[src/rtl/guess_game_pkg.sv]
// Shared types and helpers for the guess game scorer: FSM state encoding,
// output width helpers and digit extraction from a packed code word.
package guess_game_pkg;

    typedef enum logic [2:0] {
        IDLE,
        READY,
        EXACT,
        WRONG,
        REPORT,
        WON,
        LOST
    } state_t;

    // Widest packed code and widest digit the digit() helper can handle.
    localparam int MAX_CODE_W  = 64;
    localparam int MAX_DIGIT_W = 16;

    // Width of a count that must hold 0..num_digits.
    function automatic int cnt_width(input int num_digits);
        return $clog2(num_digits + 1);
    endfunction

    // Width of a count that must hold 0..max_tries.
    function automatic int try_width(input int max_tries);
        return $clog2(max_tries + 1);
    endfunction

    // Digit i of a packed code; digit 0 occupies the most significant bits.
    function automatic logic [MAX_DIGIT_W-1:0] digit(
        input logic [MAX_CODE_W-1:0] code,
        input int                    num_digits,
        input int                    digit_w,
        input int                    i
    );
        logic [MAX_CODE_W-1:0] mask;
        logic [MAX_CODE_W-1:0] shifted;
        mask    = (MAX_CODE_W'(1) << digit_w) - MAX_CODE_W'(1);
        shifted = code >> ((num_digits - 1 - i) * digit_w);
        return MAX_DIGIT_W'(shifted & mask);
    endfunction

endpackage

[src/rtl/guess_match_unit.sv]
// Sequential scoring datapath. Holds the secret and the current guess,
// marks exact-position matches in one step, then walks the guess one digit
// per step pairing each non-exact digit with the lowest unused secret digit
// of the same value, so duplicates are never counted twice.
module guess_match_unit
    import guess_game_pkg::*;
#(
    parameter  int NUM_DIGITS = 4,
    parameter  int DIGIT_W    = 4,
    localparam int CODE_W     = NUM_DIGITS * DIGIT_W,
    localparam int CNT_W      = cnt_width(NUM_DIGITS)
) (
    input  logic              clk,
    input  logic              rst,
    input  logic              secret_load,
    input  logic [CODE_W-1:0] secret_in,
    input  logic              start,
    input  logic [CODE_W-1:0] guess_in,
    input  logic              exact_step,
    input  logic              wrong_step,
    output logic              done,
    output logic [CNT_W-1:0]  correct_digits,
    output logic [CNT_W-1:0]  wrong_place_digits
);

    localparam int IDX_W = (NUM_DIGITS > 1) ? $clog2(NUM_DIGITS) : 1;

    logic [CODE_W-1:0]     secret_q;
    logic [CODE_W-1:0]     guess_q;
    logic [NUM_DIGITS-1:0] exact_q;
    logic [NUM_DIGITS-1:0] used_q;
    logic [IDX_W-1:0]      idx_q;
    logic [CNT_W-1:0]      correct_q;
    logic [CNT_W-1:0]      wrong_q;

    logic [DIGIT_W-1:0]    s_dig [NUM_DIGITS];
    logic [DIGIT_W-1:0]    g_dig [NUM_DIGITS];
    logic [NUM_DIGITS-1:0] exact_now;
    logic [CNT_W-1:0]      exact_cnt;
    logic                  found;
    logic [IDX_W-1:0]      k_sel;

    for (genvar gi = 0; gi < NUM_DIGITS; gi++) begin : g_digits
        assign s_dig[gi] = DIGIT_W'(digit(MAX_CODE_W'(secret_q), NUM_DIGITS, DIGIT_W, gi));
        assign g_dig[gi] = DIGIT_W'(digit(MAX_CODE_W'(guess_q), NUM_DIGITS, DIGIT_W, gi));
    end

    // Exact-position mask and its population count.
    always_comb begin
        exact_now = '0;
        exact_cnt = '0;
        for (int i = 0; i < NUM_DIGITS; i++) begin
            exact_now[i] = (s_dig[i] == g_dig[i]);
            exact_cnt    = exact_cnt + CNT_W'(exact_now[i]);
        end
    end

    // Lowest unused secret position whose value equals guess digit idx_q;
    // scanning downward lets the lowest hit overwrite higher ones.
    always_comb begin
        found = 1'b0;
        k_sel = '0;
        for (int k = NUM_DIGITS - 1; k >= 0; k--) begin
            if (!used_q[k] && (s_dig[k] == g_dig[idx_q])) begin
                found = 1'b1;
                k_sel = IDX_W'(k);
            end
        end
    end

    assign done               = wrong_step && (idx_q == IDX_W'(NUM_DIGITS - 1));
    assign correct_digits     = correct_q;
    assign wrong_place_digits = wrong_q;

    // Secret/guess capture and the exact/wrong scoring steps.
    always_ff @(posedge clk) begin
        if (rst) begin
            secret_q  <= '0;
            guess_q   <= '0;
            exact_q   <= '0;
            used_q    <= '0;
            idx_q     <= '0;
            correct_q <= '0;
            wrong_q   <= '0;
        end else if (secret_load) begin
            secret_q  <= secret_in;
            exact_q   <= '0;
            used_q    <= '0;
            idx_q     <= '0;
            correct_q <= '0;
            wrong_q   <= '0;
        end else if (start) begin
            guess_q   <= guess_in;
            idx_q     <= '0;
            correct_q <= '0;
            wrong_q   <= '0;
        end else if (exact_step) begin
            exact_q   <= exact_now;
            used_q    <= exact_now;
            correct_q <= exact_cnt;
            idx_q     <= '0;
        end else if (wrong_step) begin
            if (!exact_q[idx_q] && found) begin
                used_q[k_sel] <= 1'b1;
                wrong_q       <= wrong_q + CNT_W'(1);
            end
            idx_q <= done ? '0 : idx_q + IDX_W'(1);
        end
    end

endmodule

[src/rtl/guess_game_scorer.sv]
// Clocked guess game scorer: holds the secret, accepts guesses, scores them
// through guess_match_unit, counts attempts and flags win/loss.
//
// Guess handshake: a guess transfers on a rising edge where guess_valid and
// guess_ready are both high and secret_load is low. guess_ready is high only
// in READY and does not depend on guess_valid; a guess offered while
// guess_ready is low is dropped, not queued. score_valid is a one-cycle pulse
// with no back-pressure.
module guess_game_scorer
    import guess_game_pkg::*;
#(
    parameter  int NUM_DIGITS = 4,
    parameter  int DIGIT_W    = 4,
    parameter  int MAX_TRIES  = 8,
    localparam int CODE_W     = NUM_DIGITS * DIGIT_W,
    localparam int CNT_W      = cnt_width(NUM_DIGITS),
    localparam int TRY_W      = try_width(MAX_TRIES)
) (
    input  logic              clk,
    input  logic              rst,
    input  logic              secret_load,
    input  logic [CODE_W-1:0] secret_in,
    input  logic              guess_valid,
    input  logic [CODE_W-1:0] guess_in,
    output logic              guess_ready,
    output logic              score_valid,
    output logic [CNT_W-1:0]  correct_digits,
    output logic [CNT_W-1:0]  wrong_place_digits,
    output logic [TRY_W-1:0]  tries_used,
    output logic              game_won,
    output logic              game_lost
);

    state_t            state;
    state_t            state_next;
    logic              accept;
    logic              exact_step;
    logic              wrong_step;
    logic              match_done;
    logic              report_win;
    logic              report_loss;
    logic [TRY_W-1:0]  tries_q;
    logic              won_q;
    logic              lost_q;
    logic              score_valid_q;

    assign guess_ready = (state == READY);
    assign accept      = guess_valid && guess_ready && !secret_load;
    assign report_win  = (correct_digits == CNT_W'(NUM_DIGITS));
    assign report_loss = !report_win && (tries_q == TRY_W'(MAX_TRIES));

    guess_match_unit #(
        .NUM_DIGITS (NUM_DIGITS),
        .DIGIT_W    (DIGIT_W)
    ) u_match (
        .clk                (clk),
        .rst                (rst),
        .secret_load        (secret_load),
        .secret_in          (secret_in),
        .start              (accept),
        .guess_in           (guess_in),
        .exact_step         (exact_step),
        .wrong_step         (wrong_step),
        .done               (match_done),
        .correct_digits     (correct_digits),
        .wrong_place_digits (wrong_place_digits)
    );

    // FSM state register.
    always_ff @(posedge clk) begin
        if (rst) begin
            state <= IDLE;
        end else begin
            state <= state_next;
        end
    end

    // Next state and datapath step strobes; secret_load overrides everything.
    always_comb begin
        state_next = state;
        exact_step = 1'b0;
        wrong_step = 1'b0;
        if (secret_load) begin
            state_next = READY;
        end else begin
            case (state)
                IDLE:   state_next = IDLE;
                READY:  if (accept) state_next = EXACT;
                EXACT: begin
                    exact_step = 1'b1;
                    state_next = WRONG;
                end
                WRONG: begin
                    wrong_step = 1'b1;
                    if (match_done) state_next = REPORT;
                end
                REPORT: begin
                    if (report_win) begin
                        state_next = WON;
                    end else if (report_loss) begin
                        state_next = LOST;
                    end else begin
                        state_next = READY;
                    end
                end
                WON:     state_next = WON;
                LOST:    state_next = LOST;
                default: state_next = IDLE;
            endcase
        end
    end

    // Attempt counter: cleared by a new game, bumped on every accepted guess.
    always_ff @(posedge clk) begin
        if (rst || secret_load) begin
            tries_q <= '0;
        end else if (accept) begin
            tries_q <= tries_q + TRY_W'(1);
        end
    end

    // Outcome flags and the score pulse are committed on the edge leaving
    // REPORT, so score_valid, game_won/game_lost and the next state all
    // appear together in the same cycle.
    always_ff @(posedge clk) begin
        if (rst || secret_load) begin
            won_q         <= 1'b0;
            lost_q        <= 1'b0;
            score_valid_q <= 1'b0;
        end else begin
            score_valid_q <= (state == REPORT);
            if (state == REPORT) begin
                won_q  <= report_win;
                lost_q <= report_loss;
            end
        end
    end

    assign score_valid = score_valid_q;
    assign tries_used  = tries_q;
    assign game_won    = won_q;
    assign game_lost   = lost_q;

endmodule
[config.mk]
export PLATFORM = sky130hd
export DESIGN_NAME = guess_game_scorer
export DESIGN_NICKNAME = d
export VERILOG_FILES = /design/src/rtl/guess_game_pkg.sv /design/src/rtl/guess_match_unit.sv /design/src/rtl/guess_game_scorer.sv
export SDC_FILE = /design/constraint.sdc
export NUM_CORES = 1
export LEC_CHECK = 0
export BUFFER_PORTS_ARGS = -buffer_cell sky130_fd_sc_hd__buf_2
export CORE_MARGIN = 5
export CORE_UTILIZATION = 30
export CTS_CLUSTER_DIAMETER = 100
export DETAILED_ROUTE_END_ITERATION = 8
export GPL_TIMING_DRIVEN = 0
export PLACE_DENSITY = 0.46
export SLEW_MARGIN = 10
export SYNTH_ARGS = -nofsm -noshare
export SYNTH_HDL_FRONTEND = slang
export SYNTH_HIERARCHICAL = 1
export SYNTH_SLANG_ARGS = --single-unit
export TNS_END_PERCENT = 1
[constraint.sdc]
create_clock -name clk -period 3.27 [get_ports clk]
set_input_delay 0.327 -clock clk [delete_from_list [all_inputs] [get_ports clk]]
set_output_delay 0.327 -clock clk [all_outputs]
set_load 0.1 [all_outputs]
=== After elaboration in Yosys (flattened, before gate mapping) ===
Index checks and enable logic that the tools add are counted.

* $add $sub $neg: 6
* Multipliers: 0
* Divide/modulo/power cells: 0
* Order comparisons: 4
* Eq/ne operators: 21
* Shift operators: 0
* Muxes and demuxes: 29
* Bitwise gates (word level): 5
* Reductions and logical operators: 29

{| class="wikitable"
|+ Operators with widths
! kind !! number
|-
| $eq 4x4->1 || 8
|-
| $mux 4 || 5
|-
| $pmux 3 s6 || 1
|-
| $eq 3x3->1 const B || 4
|-
| $mux 3 || 4
|-
| $mux 1 || 11
|-
| $logic_and 1x1->1 || 10
|-
| $mux 2 || 5
|-
| $bmux 4 s2 || 1
|-
| $reduce_and 2->1 || 4
|-
| $logic_not 1->1 || 7
|-
| $add 3x1->3 || 2
|-
| $eq 3x2->1 const B || 2
|-
| $lt 2x3->1 const B || 2
|-
| $ne 3x2->1 const B || 2
|-
| $reduce_and 3->1 || 2
|-
| $add 4x1->4 const B || 1
|-
| $eq 4x4->1 const B || 1
|-
| $ne 2x1->1 const B || 2
|-
| $or 4x4->4 || 1
|-
| $reduce_bool 2->1 || 2
|-
| $reduce_or 4->1 || 1
|-
| $add 3x1->3 const B || 1
|-
| $eq 3x1->1 const B || 1
|-
| 12 further kinds || 14
|}

* Register bits: 58
* Bits in latches: 0
* RAM bits: 0
* Memory bits (read-only): 0
* Bits of input ports: 36
* Output and inout port bits: 14
* Word-level logic and storage cells: 107
* Memories: 0

=== Longest topological paths before layout ===
* Depth in word-level cells: 18
* Mapped depth: 8
* Gate-level depth less buffers: 7

=== Modules after synthesis ===
Netlist, hierarchy kept.

{| class="wikitable"
|+ Modules (own cells, without submodules)
! module !! times used !! cells each !! area each (µm²) !! seq. area each (µm²)
|-
| guess_match_unit || 1 || 273 || 2526.2 || 960.9
|-
| guess_game_scorer || 1 || 69 || 561.8 || 200.2
|}

=== Worst setup path before layout ===
Ideal clock, no wire load.

* Path kind: register -> output
* Start point: register state[0]
* End point: output port guess_ready
* Arrival: 2.083 ns
* Required time: 2.943 ns
* Setup slack: 0.860 ns
* Cell stages (with the launch flop): 4
* Path buffers: 1
* Path through: dfxtp_1 > clkbuf_1 > nor2b_1 > nor2b_1

* Cells in the longest elaborated chain, start to end: 1

{| class="wikitable"
|+ Ends and longest elaborated chain
! what !! RTL line !! source
|-
| from (decl) || guess_game_scorer.sv:34 || <nowiki>state_t state;</nowiki>
|-
| from (signal assigned) || guess_game_scorer.sv:74 || <nowiki>state <= state_next;</nowiki>
|-
| $eq 3x1->1 || guess_game_scorer.sv:47 || <nowiki>assign guess_ready = (state == READY);</nowiki>
|-
| to (decl) || guess_game_scorer.sv:25 || <nowiki>output logic guess_ready,</nowiki>
|}

Every way passes these cells.

=== Final worst setup path ===
* Start point: register u_match.idx_q[0]
* End point: register u_match.wrong_q[2], in the netlist u_match/wrong_place_digits[2]

* Cells in the longest elaborated chain, start to end: 12
* Elaborated cells on any way between the ends: 21
* Classes of those cells: 4 x eq/ne; 9 x mux; 1 x bitwise; 7 x reduce/logical

{| class="wikitable"
|+ Ends and longest elaborated chain
! what !! RTL line !! source
|-
| from (decl) || guess_match_unit.sv:32 || <nowiki>logic [IDX_W-1:0] idx_q;</nowiki>
|-
| from (signal assigned) || guess_match_unit.sv:107 || <nowiki>idx_q <= done ? '0 : idx_q + IDX_W'(1);</nowiki>
|-
| $not 2->3 (not written as such) || guess_match_unit.sv:64 || <nowiki>if (!used_q[k] && (s_dig[k] == g_dig[idx_q])) begin</nowiki>
|-
| $bmux 4 s2 || guess_match_unit.sv:64 ||
|-
| $mux 4 (not written as such) (2 in a row) || guess_match_unit.sv:64 ||
|-
| $eq 4x4->1 || guess_match_unit.sv:64 ||
|-
| $logic_and 1x1->1 || guess_match_unit.sv:64 ||
|-
| $mux 1 (4 in a row) || guess_match_unit.sv:64 ||
|-
| $logic_and 1x1->1 * || guess_match_unit.sv:103 || <nowiki>if (!exact_q[idx_q] && found) begin</nowiki>
|-
| $reduce_and 3->1 (no source line) * || - ||
|-
| to (signal assigned) || guess_match_unit.sv:105 || <nowiki>wrong_q <= wrong_q + CNT_W'(1);</nowiki>
|-
| to (decl) || guess_match_unit.sv:34 || <nowiki>logic [CNT_W-1:0] wrong_q;</nowiki>
|}

Mark *: on every way between the ends. The rest lies on a longest branch, timed or not. The select of a mux whose other input is x is not followed.
A chain may end at the register's enable or synchronous reset.

==> impl_metrics.tcl <==
set metrics [dict create \
    status "completed" \
    p_leak_uw 0.00157 \
    grt_overflow_total 0 \
    clkPwrFrac 0.458 \
    dp_slack_ns 0.560 \
    crit_required_ns 3.54 \
    synth_top_family_by_area "simple AND/OR/NAND/NOR gates" \
    place_area_um2 3500 \
    maxCapViolations 0 \
    switching_power_uw 438 \
    slew_headroom 0.422 \
    final_cells 543 \
    ff2ff_setup_slack_ns 0.62 \
    p_int_uw 1280 \
    crit_path_end "u_match/wrong_place_digits[2]" \
    track_usage 0.130 \
    fin_setup_tns_ns 0 \
    worst_r2r_endpoint "u_match/wrong_place_digits[2]" \
    final-seq-area_um2 1160 \
    cts_resized 0 \
    area_growth_pct 21.1 \
    crit_type "reg -> reg" \
    cts_buffers 9 \
    firstDrtPassIters 5 \
    row_count 37 \
    holdBufCountCts 0 \
    htree_num_levels 3 \
    cts_setup_buffers 0 \
    slew_viol_final 0 \
    grt_pass1_vias 2549 \
    cts_tree "done" \
    hold_class "in -> reg" \
    start_util 0.303 \
    setup_slack_ns 0.619 \
    multiInputGateArea_um2 1810 \
    period_needed_ns 2.65 \
    drtIter0Drc 108 \
    finalSetupViolations 0 \
    yosys.area_share.simple 0.215 \
    die_h_um 111 \
    synth_async_sr_flop_share 0 \
    synth_xor_area_frac 0.0851 \
    io_buffer_count 49 \
    period_share 0.811 \
    routedWlPerCell_um 14.3 \
    viasPerCell 4.70 \
    hold_viol_final 0 \
    antenna_found_initial 0 \
    cts_root_buf "clkbuf_8" \
    vias 2552 \
    synth.avg_cell_area_um2 9.03 \
    synthMuxAreaShare 0.140 \
    grt_pass1_wl_um 13000 \
    clock_path_buffers 2 \
    holdWs_ns 0.166 \
    drive_gt1_frac 0.214 \
    drc 0 \
    synth_area_um2 3090 \
    fmax_mhz 377 \
    synthesis.nets 385 \
    cts_sinks 58 \
    crit_start "u_match/idx_q[0]" \
    rsz0062_at_grt "false" \
    max-vdd-ir-drop_mv 0.189 \
    nets 445 \
    die-width_um 111 \
    synthAdderAreaFrac 0.0308 \
    dieArea_um2 12400 \
    critPathMaxFanout 10 \
    pwr-share-seq 0.433 \
    netlist_instances 342 \
    synthFlopType "dfxtp_1" \
    synth.distinct_cells 43 \
    placedCellCount 527 \
    grt_max_degree 12 \
    diodes 0 \
    tightestPinTransition_ns 0.858 \
    ff2ff_path_depth 7 \
    crit_path_end_kind "flop" \
    ys_seq_area_frac 0.376 \
    ioPinCount 50 \
    gp_congestion 0.740 \
    ys_ff_latch 58 \
    ys.warnings.count 6 \
    hpwl_um 5930 \
    cp-start-kind "flop" \
    fin_area_um2 3740 \
    p_sw_frac 0.255 \
    power.density_nw_per_um2 459 \
    clk_latency_ns 0.34 \
    skew_ns 0.0129 \
    ant_nets 0 \
    synth_compound_area_frac 0.115 \
    reg2reg_from "u_match/idx_q[0]" \
    fill_cells 1077 \
    combPwrFrac 0.109 \
    arrival_ns 2.92 \
    synth-edff-count 0 \
    clk_pin_slew_ns 0.08 \
    core-area_um2 10200 \
    wirelength_um 7760 \
]
[logic make-up (layout without fill, tap and decap cells)]
| logic type | Yosys count | count (layout) |
|---|---|---|
| XOR/XNOR | 30 | 30 |
| flip-flops | 58 | 58 |
| buffers and inverters | 28 | 93 |
| adder cells (fa/ha/maj) | 7 | 7 |
| AO/OA/AOI/OAI | 50 | 50 |
| AND/OR/NAND/NOR | 132 | 132 |
| multiplexers | 37 | 37 |
[worst min-delay path by stage]
stage / slack, ns / depth (start not counted) / endpoint / start
after floorplan: 0.40 / 1 / state[0] / rst
after global placement: 0.44 / 2 / game_won / game_won
after detailed placement: 0.45 / 2 / game_lost / game_lost
after CTS: 0.15 / 2 / state[0] / rst
after global routing: 0.16 / 2 / state[0] / rst
final: 0.17 / 2 / state[0] / rst
[sequential cells by signal, indices dropped and copies added, names as in the netlist]
register and count:
u_match/exact_q 4, u_match/s_dig 16, u_match/wrong_place_digits 3, u_match/idx_q 2, u_match/correct_digits 3, tries_used 4, u_match/used_q 4, game_won 1
state 3, u_match/g_dig 16, game_lost 1, score_valid 1
[layer usage]
metal  up-vias  global-route usage  wire (um)
met5         -                   0          0
li1       1306                   -          -
met1      1179               0.171       3670
met3        14              0.0326        351
met4         0              0.0576        155
met2        53               0.202       3580
[critical path, cell delays in order (launching register included)]
cell and delay, ns:
dfxtp_1 0.42, buf_6 0.20, mux4_2 0.58, xor2_1 0.19
a2111oi_4 0.41, a211oi_2 0.15, a2111oi_4 0.40, mux2i_1 0.20
[area by class of cell]
type / instances / share of cell area
clock inverters: 5 / 0.0228
flip-flops and latches: 58 / 0.310
plain buffers: 21 / 0.0238
well taps: 136 / 0.0455
clock buffers: 11 / 0.0405
inverters: 7 / 0.00703
repair buffers: 49 / 0.0656
multi-input cells: 256 / 0.484
[cell usage in the layout, fill, tap and decap left out, types with 4 or more instances in the layout]
master    netlist  final
a21oi_1        32     32
buf_2           2     51
clkbuf_1       18     18
clkbuf_8        0     11
dfxtp_1        58     58
ha_1            6      6
inv_1           7      7
mux2i_1        32     32
mux4_2          5      5
nand2_1        49     49
nand2b_1        4      4
nand3_1         4      4
nor2_1         28     28
nor2b_1         4      4
nor3_1         10     10
nor3b_1         7      7
nor4_1          5      5
o21ai_0         5      5
or2_2           4      4
xor2_1         29     29
[power by group through the flow]
stage | Clock, uW | Sequential [uW] | Combinational [uW]
3_3_place_gp | 0 | 758 | 187
6_report | 786 | 742 | 187
5_1_grt | 846 | 744 | 212
4_1_cts | 809 | 743 | 190
3_5_place_dp | 0 | 759 | 189
2_1_floorplan | 0 | 755 | 128
[stage by stage]
| stage | total power [uW] | util |
|---|---|---|
| after floorplan | 883 | - |
| after global placement | 946 | 0.344 |
| after detailed placement | 948 | 0.344 |
| after CTS | 1740 | 0.367 |
| after global routing | 1800 | 0.367 |
| final | 1720 | 0.367 |
[Yosys cell counts (2+ instances only)]
library cell | count | area share
clkbuf_1 | 18 | 0.022
nor3b_1 | 7 | 0.017
or3b_2 | 2 | 0.0057
o21ai_0 | 5 | 0.0081
ha_1 | 6 | 0.024
nor2b_1 | 4 | 0.0081
a211oi_2 | 2 | 0.0081
nand2_1 | 49 | 0.060
a21oi_1 | 32 | 0.052
mux4_2 | 5 | 0.036
nor2_1 | 28 | 0.034
xor2_1 | 29 | 0.082
nor4b_1 | 2 | 0.0057
nor4_1 | 5 | 0.010
nand3_1 | 4 | 0.0065
mux2i_1 | 32 | 0.10
buf_2 | 2 | 0.0032
inv_1 | 7 | 0.0085
and3b_1 | 3 | 0.0085
a311oi_1 | 3 | 0.0085
nor3_1 | 10 | 0.016
a2111oi_4 | 3 | 0.027
or2_2 | 4 | 0.0081
dfxtp_1 | 58 | 0.38
nand2b_1 | 4 | 0.0081
Power figures use the tool's default switching activity.
